[src/rtl/dbguart_pkg.sv]
// -----------------------------------------------------------------------------
// dbguart_pkg
// Shared definitions for the debug UART register bank:
//   - per-channel register offsets (word index, addr[4:2])
//   - rsize encodings
//   - INT_STAT bit indices
//   - be_from_size():  byte enables from access size and byte lane
//   - wdata_align():   shifts right-justified write data into its byte lane
// -----------------------------------------------------------------------------
package dbguart_pkg;

    // Register word offsets inside a 32-byte channel window
    localparam logic [2:0] CTRL_OFF     = 3'd0;
    localparam logic [2:0] BAUD_OFF     = 3'd1;
    localparam logic [2:0] STATUS_OFF   = 3'd2;
    localparam logic [2:0] INT_STAT_OFF = 3'd3;
    localparam logic [2:0] INT_EN_OFF   = 3'd4;
    localparam logic [2:0] TXDATA_OFF   = 3'd5;
    localparam logic [2:0] RXDATA_OFF   = 3'd6;
    localparam logic [2:0] INFO_OFF     = 3'd7;

    // rsize encodings; every other code is a word access
    localparam logic [1:0] SZ_BYTE = 2'd1;
    localparam logic [1:0] SZ_HALF = 2'd2;

    // INT_STAT layout: [3:0] external events, [4] TX overflow
    localparam int INT_W       = 5;
    localparam int INT_EVT_W   = 4;
    localparam int INT_OVF_BIT = 4;

    function automatic logic [3:0] be_from_size(input logic [1:0] rsize,
                                                input logic [1:0] lane);
        logic [3:0] be;
        case (rsize)
            SZ_BYTE: be = 4'b0001 << lane;
            SZ_HALF: be = lane[1] ? 4'b1100 : 4'b0011;
            default: be = 4'b1111;
        endcase
        return be;
    endfunction

    function automatic logic [31:0] wdata_align(input logic [1:0]  rsize,
                                                input logic [1:0]  lane,
                                                input logic [31:0] wrdata);
        logic [31:0] d;
        case (rsize)
            SZ_BYTE: d = wrdata << {lane, 3'b000};
            SZ_HALF: d = lane[1] ? (wrdata << 16) : wrdata;
            default: d = wrdata;
        endcase
        return d;
    endfunction

endpackage

[src/rtl/dbguart_chan_regs.sv]
// -----------------------------------------------------------------------------
// dbguart_chan_regs
// Register set of one UART channel: CTRL, BAUD, TX holding register,
// sticky W1C INT_STAT, INT_EN, irq, and the combinational read view of all
// eight offsets (registered by the parent).
//
// Configuration macro: DBGUART_REGBANK_INTR_EN
//   defined   -> INT_STAT / INT_EN / irq implemented
//   undefined -> INT_STAT / INT_EN read 0, writes ignored, irq tied 0
//
// Ports:
//   clk, rst_n        clock, synchronous active-low reset
//   wr_en             write strobe for this channel (already decoded)
//   off, be, wdata    register offset, byte enables [1:0], lane-aligned data
//   status            read-only status word
//   tx_data/tx_valid  TX handoff to the UART core, tx_ready from the core
//   rx_data/rx_valid  RX data presented by the UART core
//   evt               single-cycle event pulses into INT_STAT[3:0]
//   rd_data           combinational read data for offset 'off'
//   ctrl, baud        register outputs
//   irq               registered interrupt level
//
// TX handshake: a byte transfers on every cycle where tx_valid and tx_ready
// are both 1 at the clock edge; tx_valid, once set, holds with stable
// tx_data until that transfer.
// -----------------------------------------------------------------------------
module dbguart_chan_regs
    import dbguart_pkg::*;
#(
    parameter int          NCH      = 2,
    parameter int          CH_IDX   = 0,
    parameter logic [7:0]  CTRL_RST = 8'h50,
    parameter logic [15:0] BAUD_RST = 16'h6
) (
    input  logic        clk,
    input  logic        rst_n,
    input  logic        wr_en,
    input  logic [2:0]  off,
    input  logic [1:0]  be,
    input  logic [15:0] wdata,
    input  logic [31:0] status,
    input  logic        tx_ready,
    input  logic [7:0]  rx_data,
    input  logic        rx_valid,
    input  logic [3:0]  evt,
    output logic [31:0] rd_data,
    output logic [7:0]  ctrl,
    output logic [15:0] baud,
    output logic [7:0]  tx_data,
    output logic        tx_valid,
    output logic        irq
);

    logic [7:0]  ctrl_q, ctrl_d;
    logic [15:0] baud_q, baud_d;
    logic [7:0]  tx_data_q, tx_data_d;
    logic        tx_valid_q, tx_valid_d;
    logic        tx_fire, tx_wr, tx_ovf;
    logic [INT_W-1:0] int_stat_rd, int_en_rd;

    always_comb begin
        ctrl_d     = ctrl_q;
        baud_d     = baud_q;
        tx_data_d  = tx_data_q;
        tx_valid_d = tx_valid_q;
        tx_ovf     = 1'b0;
        tx_fire    = tx_valid_q & tx_ready;
        tx_wr      = wr_en && (off == TXDATA_OFF) && be[0];

        if (wr_en && (off == CTRL_OFF) && be[0]) ctrl_d = wdata[7:0];
        if (wr_en && (off == BAUD_OFF)) begin
            if (be[0]) baud_d[7:0]  = wdata[7:0];
            if (be[1]) baud_d[15:8] = wdata[15:8];
        end

        // The holding register is free when empty or draining this cycle,
        // so a write coinciding with the handoff refills it seamlessly.
        if (tx_wr && (!tx_valid_q || tx_fire)) begin
            tx_data_d  = wdata[7:0];
            tx_valid_d = 1'b1;
        end else if (tx_fire) begin
            tx_valid_d = 1'b0;
        end else if (tx_wr) begin
            tx_ovf = 1'b1;
        end
    end

    always_ff @(posedge clk) begin
        if (!rst_n) begin
            ctrl_q     <= CTRL_RST;
            baud_q     <= BAUD_RST;
            tx_data_q  <= '0;
            tx_valid_q <= 1'b0;
        end else begin
            ctrl_q     <= ctrl_d;
            baud_q     <= baud_d;
            tx_data_q  <= tx_data_d;
            tx_valid_q <= tx_valid_d;
        end
    end

`ifdef DBGUART_REGBANK_INTR_EN
    logic [INT_W-1:0] int_stat_q, int_stat_d;
    logic [INT_W-1:0] int_en_q, int_en_d;
    logic             irq_q, irq_d;
    logic [INT_W-1:0] int_clr, int_set;

    always_comb begin
        int_en_d = int_en_q;
        int_clr  = '0;
        if (wr_en && (off == INT_EN_OFF) && be[0])   int_en_d = wdata[INT_W-1:0];
        if (wr_en && (off == INT_STAT_OFF) && be[0]) int_clr  = wdata[INT_W-1:0];
        int_set = {tx_ovf, evt};
        // set is OR-ed after the clear so a coincident event is never lost
        int_stat_d = (int_stat_q & ~int_clr) | int_set;
        // built from next-state so irq moves on the same edge as INT_STAT/INT_EN
        irq_d = |(int_stat_d & int_en_d);
    end

    always_ff @(posedge clk) begin
        if (!rst_n) begin
            int_stat_q <= '0;
            int_en_q   <= '0;
            irq_q      <= 1'b0;
        end else begin
            int_stat_q <= int_stat_d;
            int_en_q   <= int_en_d;
            irq_q      <= irq_d;
        end
    end

    assign int_stat_rd = int_stat_q;
    assign int_en_rd   = int_en_q;
    assign irq         = irq_q;
`else
    logic unused_intr;
    assign unused_intr = ^{evt, tx_ovf};
    assign int_stat_rd = '0;
    assign int_en_rd   = '0;
    assign irq         = 1'b0;
`endif

    always_comb begin
        rd_data = '0;
        case (off)
            CTRL_OFF:     rd_data = {24'b0, ctrl_q};
            BAUD_OFF:     rd_data = {16'b0, baud_q};
            STATUS_OFF:   rd_data = status;
            INT_STAT_OFF: rd_data = {{(32-INT_W){1'b0}}, int_stat_rd};
            INT_EN_OFF:   rd_data = {{(32-INT_W){1'b0}}, int_en_rd};
            TXDATA_OFF:   rd_data = '0;
            RXDATA_OFF:   rd_data = {rx_valid, 23'b0, rx_data};
            INFO_OFF:     rd_data = {16'b0, 8'(NCH), 8'(CH_IDX)};
            default:      rd_data = '0;
        endcase
    end

    assign ctrl     = ctrl_q;
    assign baud     = baud_q;
    assign tx_data  = tx_data_q;
    assign tx_valid = tx_valid_q;

endmodule

[src/rtl/dbguart_regbank.sv]
// -----------------------------------------------------------------------------
// dbguart_regbank
// Multi-channel register bank for the debug UART subsystem. Each channel owns
// a 32-byte window (ch = addr[ADDR_W-1:5], offset = addr[4:2]). Reads are
// registered: a read sampled in cycle N returns rdata/rvalid in cycle N+1,
// together with the rx_pop pulse for an RXDATA read of a valid byte.
//
// Configuration macro: DBGUART_REGBANK_INTR_EN (interrupt logic, see
// dbguart_chan_regs).
//
// Ports:
//   clk, rst_n                      clock, synchronous active-low reset
//   rsel, rwrite, rsize, addr,
//   wrdata                          bus request
//   rdata, rvalid                   registered read response
//   uart_control, baudrate          per-channel CTRL / BAUD (packed by channel)
//   status                          per-channel read-only status words
//   tx_data, tx_valid, tx_ready     per-channel TX handoff
//   rx_data, rx_valid, rx_pop       per-channel RX handoff
//   evt                             per-channel event pulses (4 per channel)
//   irq                             per-channel interrupt level
// -----------------------------------------------------------------------------
module dbguart_regbank
    import dbguart_pkg::*;
#(
    parameter int          NCH      = 2,
    parameter int          ADDR_W   = 8,
    parameter logic [7:0]  CTRL_RST = 8'h50,
    parameter logic [15:0] BAUD_RST = 16'h6
) (
    input  logic                clk,
    input  logic                rst_n,
    input  logic                rsel,
    input  logic                rwrite,
    input  logic [1:0]          rsize,
    input  logic [ADDR_W-1:0]   addr,
    input  logic [31:0]         wrdata,
    output logic [31:0]         rdata,
    output logic                rvalid,
    output logic [NCH*8-1:0]    uart_control,
    output logic [NCH*16-1:0]   baudrate,
    input  logic [NCH*32-1:0]   status,
    output logic [NCH*8-1:0]    tx_data,
    output logic [NCH-1:0]      tx_valid,
    input  logic [NCH-1:0]      tx_ready,
    input  logic [NCH*8-1:0]    rx_data,
    input  logic [NCH-1:0]      rx_valid,
    output logic [NCH-1:0]      rx_pop,
    input  logic [NCH*4-1:0]    evt,
    output logic [NCH-1:0]      irq
);

    localparam int CH_W = ADDR_W - 5;

    logic [CH_W-1:0] ch;
    logic [2:0]      off;
    logic [3:0]      be;
    logic [31:0]     wdata_al;
    logic            ch_valid;
    logic            wr_req, rd_req;
    logic [NCH-1:0]  wr_en;
    logic [31:0]     chan_rd [NCH];
    logic [31:0]     rd_mux;

    logic [31:0]     rdata_q, rdata_d;
    logic            rvalid_q, rvalid_d;
    logic [NCH-1:0]  rx_pop_q, rx_pop_d;

    assign ch       = addr[ADDR_W-1:5];
    assign off      = addr[4:2];
    assign be       = be_from_size(rsize, addr[1:0]);
    assign wdata_al = wdata_align(rsize, addr[1:0], wrdata);
    assign ch_valid = int'(ch) < NCH;
    assign wr_req   = rsel & rwrite;
    assign rd_req   = rsel & ~rwrite;

    // No register is wider than 16 bits, so the upper lanes are never consumed
    logic unused_lanes;
    assign unused_lanes = ^{be[3:2], wdata_al[31:16]};

    for (genvar c = 0; c < NCH; c++) begin : g_chan
        assign wr_en[c] = wr_req && ch_valid && (ch == CH_W'(c));

        dbguart_chan_regs #(
            .NCH      (NCH),
            .CH_IDX   (c),
            .CTRL_RST (CTRL_RST),
            .BAUD_RST (BAUD_RST)
        ) u_chan (
            .clk      (clk),
            .rst_n    (rst_n),
            .wr_en    (wr_en[c]),
            .off      (off),
            .be       (be[1:0]),
            .wdata    (wdata_al[15:0]),
            .status   (status[c*32 +: 32]),
            .tx_ready (tx_ready[c]),
            .rx_data  (rx_data[c*8 +: 8]),
            .rx_valid (rx_valid[c]),
            .evt      (evt[c*4 +: 4]),
            .rd_data  (chan_rd[c]),
            .ctrl     (uart_control[c*8 +: 8]),
            .baud     (baudrate[c*16 +: 16]),
            .tx_data  (tx_data[c*8 +: 8]),
            .tx_valid (tx_valid[c]),
            .irq      (irq[c])
        );
    end

    always_comb begin
        rd_mux   = '0;
        rx_pop_d = '0;
        for (int c = 0; c < NCH; c++) begin
            if (ch_valid && (ch == CH_W'(c))) begin
                rd_mux      = chan_rd[c];
                // pop only a byte actually present, so an empty read is harmless
                rx_pop_d[c] = rd_req && (off == RXDATA_OFF) && rx_valid[c];
            end
        end
        // out-of-range channels fall through with rd_mux = 0
        rdata_d  = rd_req ? rd_mux : rdata_q;
        rvalid_d = rd_req;
    end

    always_ff @(posedge clk) begin
        if (!rst_n) begin
            rdata_q  <= '0;
            rvalid_q <= 1'b0;
            rx_pop_q <= '0;
        end else begin
            rdata_q  <= rdata_d;
            rvalid_q <= rvalid_d;
            rx_pop_q <= rx_pop_d;
        end
    end

    assign rdata  = rdata_q;
    assign rvalid = rvalid_q;
    assign rx_pop = rx_pop_q;

endmodule

[config.mk]
export PLATFORM = sky130hd
export DESIGN_NAME = dbguart_regbank
export DESIGN_NICKNAME = d
export VERILOG_FILES = /design/src/rtl/dbguart_pkg.sv /design/src/rtl/dbguart_chan_regs.sv /design/src/rtl/dbguart_regbank.sv
export SDC_FILE = /design/constraint.sdc
export NUM_CORES = 1
export LEC_CHECK = 0
export ABC_AREA = 0
export BUFFER_PORTS_ARGS = -buffer_cell sky130_fd_sc_hd__buf_4
export CAP_MARGIN = 10
export CELL_PAD_IN_SITES_DETAIL_PLACEMENT = 0
export CELL_PAD_IN_SITES_GLOBAL_PLACEMENT = 2
export CORE_MARGIN = 2
export CORE_UTILIZATION = 27
export CTS_CLUSTER_DIAMETER = 30
export DETAILED_ROUTE_END_ITERATION = 16
export HOLD_SLACK_MARGIN = 0.03
export PLACE_DENSITY = 0.77
export SYNTH_ARGS = -nofsm -noshare
export SYNTH_HDL_FRONTEND = slang
export SYNTH_HIERARCHICAL = 1
export SYNTH_SLANG_ARGS = --single-unit
[constraint.sdc]
create_clock -name clk -period 2.35 [get_ports clk]
set_input_delay 0.235 -clock clk [delete_from_list [all_inputs] [get_ports clk]]
set_output_delay 0.235 -clock clk [all_outputs]
set_load 0.02 [all_outputs]
==> out/results.txt <==
Unique masters post-synth - 54
Combinational power share - 15.3%
Layout fillers - 2058
Cell Chain, Critical Path - buf_4, inv_1, ha_1, nor2b_1, o21bai_1, nand2_1, nand2_1, nor3b_2, mux2i_1
Top cells by count, synth - 101 x dfxtp_1, 97 x nand2_1, 87 x nor2_1
Die footprint - 0.0217 sq mm
# rows - 52
Count leader, synth - dfxtp_1
Area growth syn-to-layout - 38.2%
Starting Density - 27.4%
Fin crit period - 1860 ps
Yosys reg bits - 101
Mapped Cells - 630
Least-Margin Pin Slew - 893 ps
Worst-Skew Late Latency - 350 ps
RR Endpoint - rdata[4]
Crit Path Max Fanout - 8
Hold Crit Class - input port to flop
Core ar. - 0.0202 sq mm
Num CTS Buffers - 9
Period Utilization, post-route - 79.3%
Clock Pin Slew Worst Setup and Hold Paths - 70 ps
Post-route design area - 0.00768 sq mm
Top cells by area, synth - dfxtp_1 36%, mux2i_1 11%, nand2_1 6.6%, a22oi_1 6.2%, nor2_1 5.9%
Crit path required time - 2640 ps
Yosys warnings - 6
R2r worst-path depth - 6
Clk root buf - clkbuf_16
CP Launch Type - input port
Fin. Hold Viols - 0
Crit. Startpoint - rsize[1]
Status - finished, final reports clean
Die width - 147 um
FFs w/ async S/R, synth - 0%
Post-CTS Setup Repair Bufs - 0
Largest area contributor in the netlist - dfxtp_1
Relative slew margins - 40.2%
CTS resizes - 0
Max IR drop VDD - 260 uV
Placed Cells - 1088
Largest net degree at the start of global routing - 64
Primary FF master, synth - dfxtp_1
Num Clock Sinks - 101
Non-filler cells, final - 1104
FMAX - 0.537 GHz
Setup Crit Path Kind - input port to flop
Mapped Avg Cell Area - 8.81 sq um
Top-Level Pins - 241
Diodes inserted - 0
Initial antenna violation count - 0
Post-synth EDFFs - 0
Unrepaired setup endpoints after global routing - no
Global route overflow - 0
Clock Tree Buf Depth - 2
GP Congestion - 0.806
Via count - 5362
Nets - 969
Routed vias/inst - 4.86
Vias in the first global route - 5335
P per Cell Area - 508 mW/mm^2
Seq/Total Area, Yosys - 36.4%
Placed cell area - 0.00736 sq mm
Reg2reg start - g_chan[1].u_chan/baud[4]
WL per Instance - 18.2 um
R2R setup slack - 760 ps
Post-route DRC - 0
Hold-fix buffers at CTS - 0
Top cell type's share of synthesized area - 36.4%
Crit path max-delay cell type - nor3b_2
Critical Path End - g_chan[1].u_chan/baud[5]
DP Wirelength - 15600 um
Mapped Area - 0.00555 sq mm
CP most frequent cell - nand2_1
Post-Syn Nets - 770
Initial drt markers - 359
Max-slew violations - 0
Chip height - 147 um
# setup viols final - 0
Switching power - 1.02 mW
CP Capture Type - flop
Setup TNS - 0 ps
Total GRT Usage - 18.2%
Part of the power in registers - 44.1%
Clk_skew - 8.74 ps
Port-buffer cells - 214
Design Power - 3.90 mW
CTS tree - done
Arr. time, crit path - 2150 ps
First-pass GRT wire length - 30600 um
Sw Share - 26.1%
Crit-path max cell delay - 750 ps
Clock network fraction of total power - 40.7%
Max_cap viols - 0
Routed WL - 20100 um
Leak - 3.28 nW
Internal power - 2.89 mW
Share of cells above drive strength 1 - 35.5%
Drt first pass iters - 9
H-tree depth - 3
Final ANT Viol Nets - 0
-- area by class of cell --
class | instances | area [sq um] | area share [%]
multi-input cells | 468 | 3160 | 41.2
flip-flops and latches | 101 | 2020 | 26.3
repair buffers | 239 | 1810 | 23.5
well taps | 270 | 338 | 4.40
clock buffers | 12 | 256 | 3.34
clock inverters | 4 | 55.1 | 0.717
inverters | 10 | 37.5 | 0.489
-- cell families (layout without fill, tap and decap cells) --
logic type      Yosys count  after routing  synth area share [%]
other cells               2              2                 0.135
flops                   101            101                  36.4
compound gates          102            102                  15.1
fa+ha+maj                 2              2                 0.451
mux                      92             92                  17.3
buf+inv                  61            265                  6.67
simple gates            270            270                  24.0
-- registers in the layout (all words and copies together), names as in the netlist --
| register | count |
|---|---|
| rdata | 32 |
| g_chan.u_chan/tx_valid | 2 |
| rx_pop | 2 |
| rvalid | 1 |
| g_chan.u_chan/baud | 32 |
| g_chan.u_chan/ctrl | 16 |
| g_chan.u_chan/tx_data | 16 |
-- critical path: cells and delay by family --
| family | cells | cell delay [ps] |
|---|---|---|
| buf+inv | 2 | 160 |
| simple gates | 4 | 1230 |
| fa+ha+maj | 1 | 160 |
| compound gates | 1 | 100 |
| mux | 1 | 260 |
-- power by group through the flow --
stage / logic [mW] / clock network [mW] / registers [mW]
after global placement: 0.593 / 0 / 1.76
final: 0.596 / 1.59 / 1.72
after floorplan: 0.311 / 0 / 1.77
after global routing: 0.645 / 1.70 / 1.72
after CTS: 0.599 / 1.63 / 1.72
after detailed placement: 0.596 / 0 / 1.76
-- per-layer routing --
metal,track usage [%],part of all wire [%],vias up
li1,-,-,2605
met1,23.9,45,2566
met2,29.9,47,161
met3,2.90,5.0,30
met4,7.36,2.6,0
met5,0,0,-
-- cells in the final DEF (no fill, tap or decap), drive strengths merged, types with 9 or more instances in the layout --
master	instances
clkbuf	12
a222oi	15
and2	30
mux2	32
dfxtp	101
nand2	97
a21boi	9
inv	10
buf	239
nor2	89
mux2i	60
a32o	10
nand2b	20
a22oi	46
-- per-stage QoR --
stage | util (%) | hold WS [ps] | setup WS [ps]
3_3_place_gp | 36.4 | 452 | 181
3_5_place_dp | 36.4 | 454 | 138
4_1_cts | 37.9 | 150 | 500
6_report | 37.9 | 169 | 487
2_1_floorplan | - | 417 | 540
5_1_grt | 37.9 | 179 | 347
-- worst min-delay path by stage --
stage                                start  slack [ps]                           to  cells after the start
6_report                       rx_valid[0]         170                    rx_pop[0]                      2
5_1_grt                        rx_valid[0]         180                    rx_pop[0]                      2
4_1_cts                        rx_valid[0]         150                    rx_pop[0]                      2
3_5_place_dp   g_chan[0].u_chan/tx_data[3]         450  g_chan[0].u_chan/tx_data[3]                      2
3_3_place_gp   g_chan[0].u_chan/tx_data[2]         450  g_chan[0].u_chan/tx_data[2]                      2
2_1_floorplan                  rx_valid[1]         420                    rx_pop[1]                      1
(Power assumes the default switching activity.)
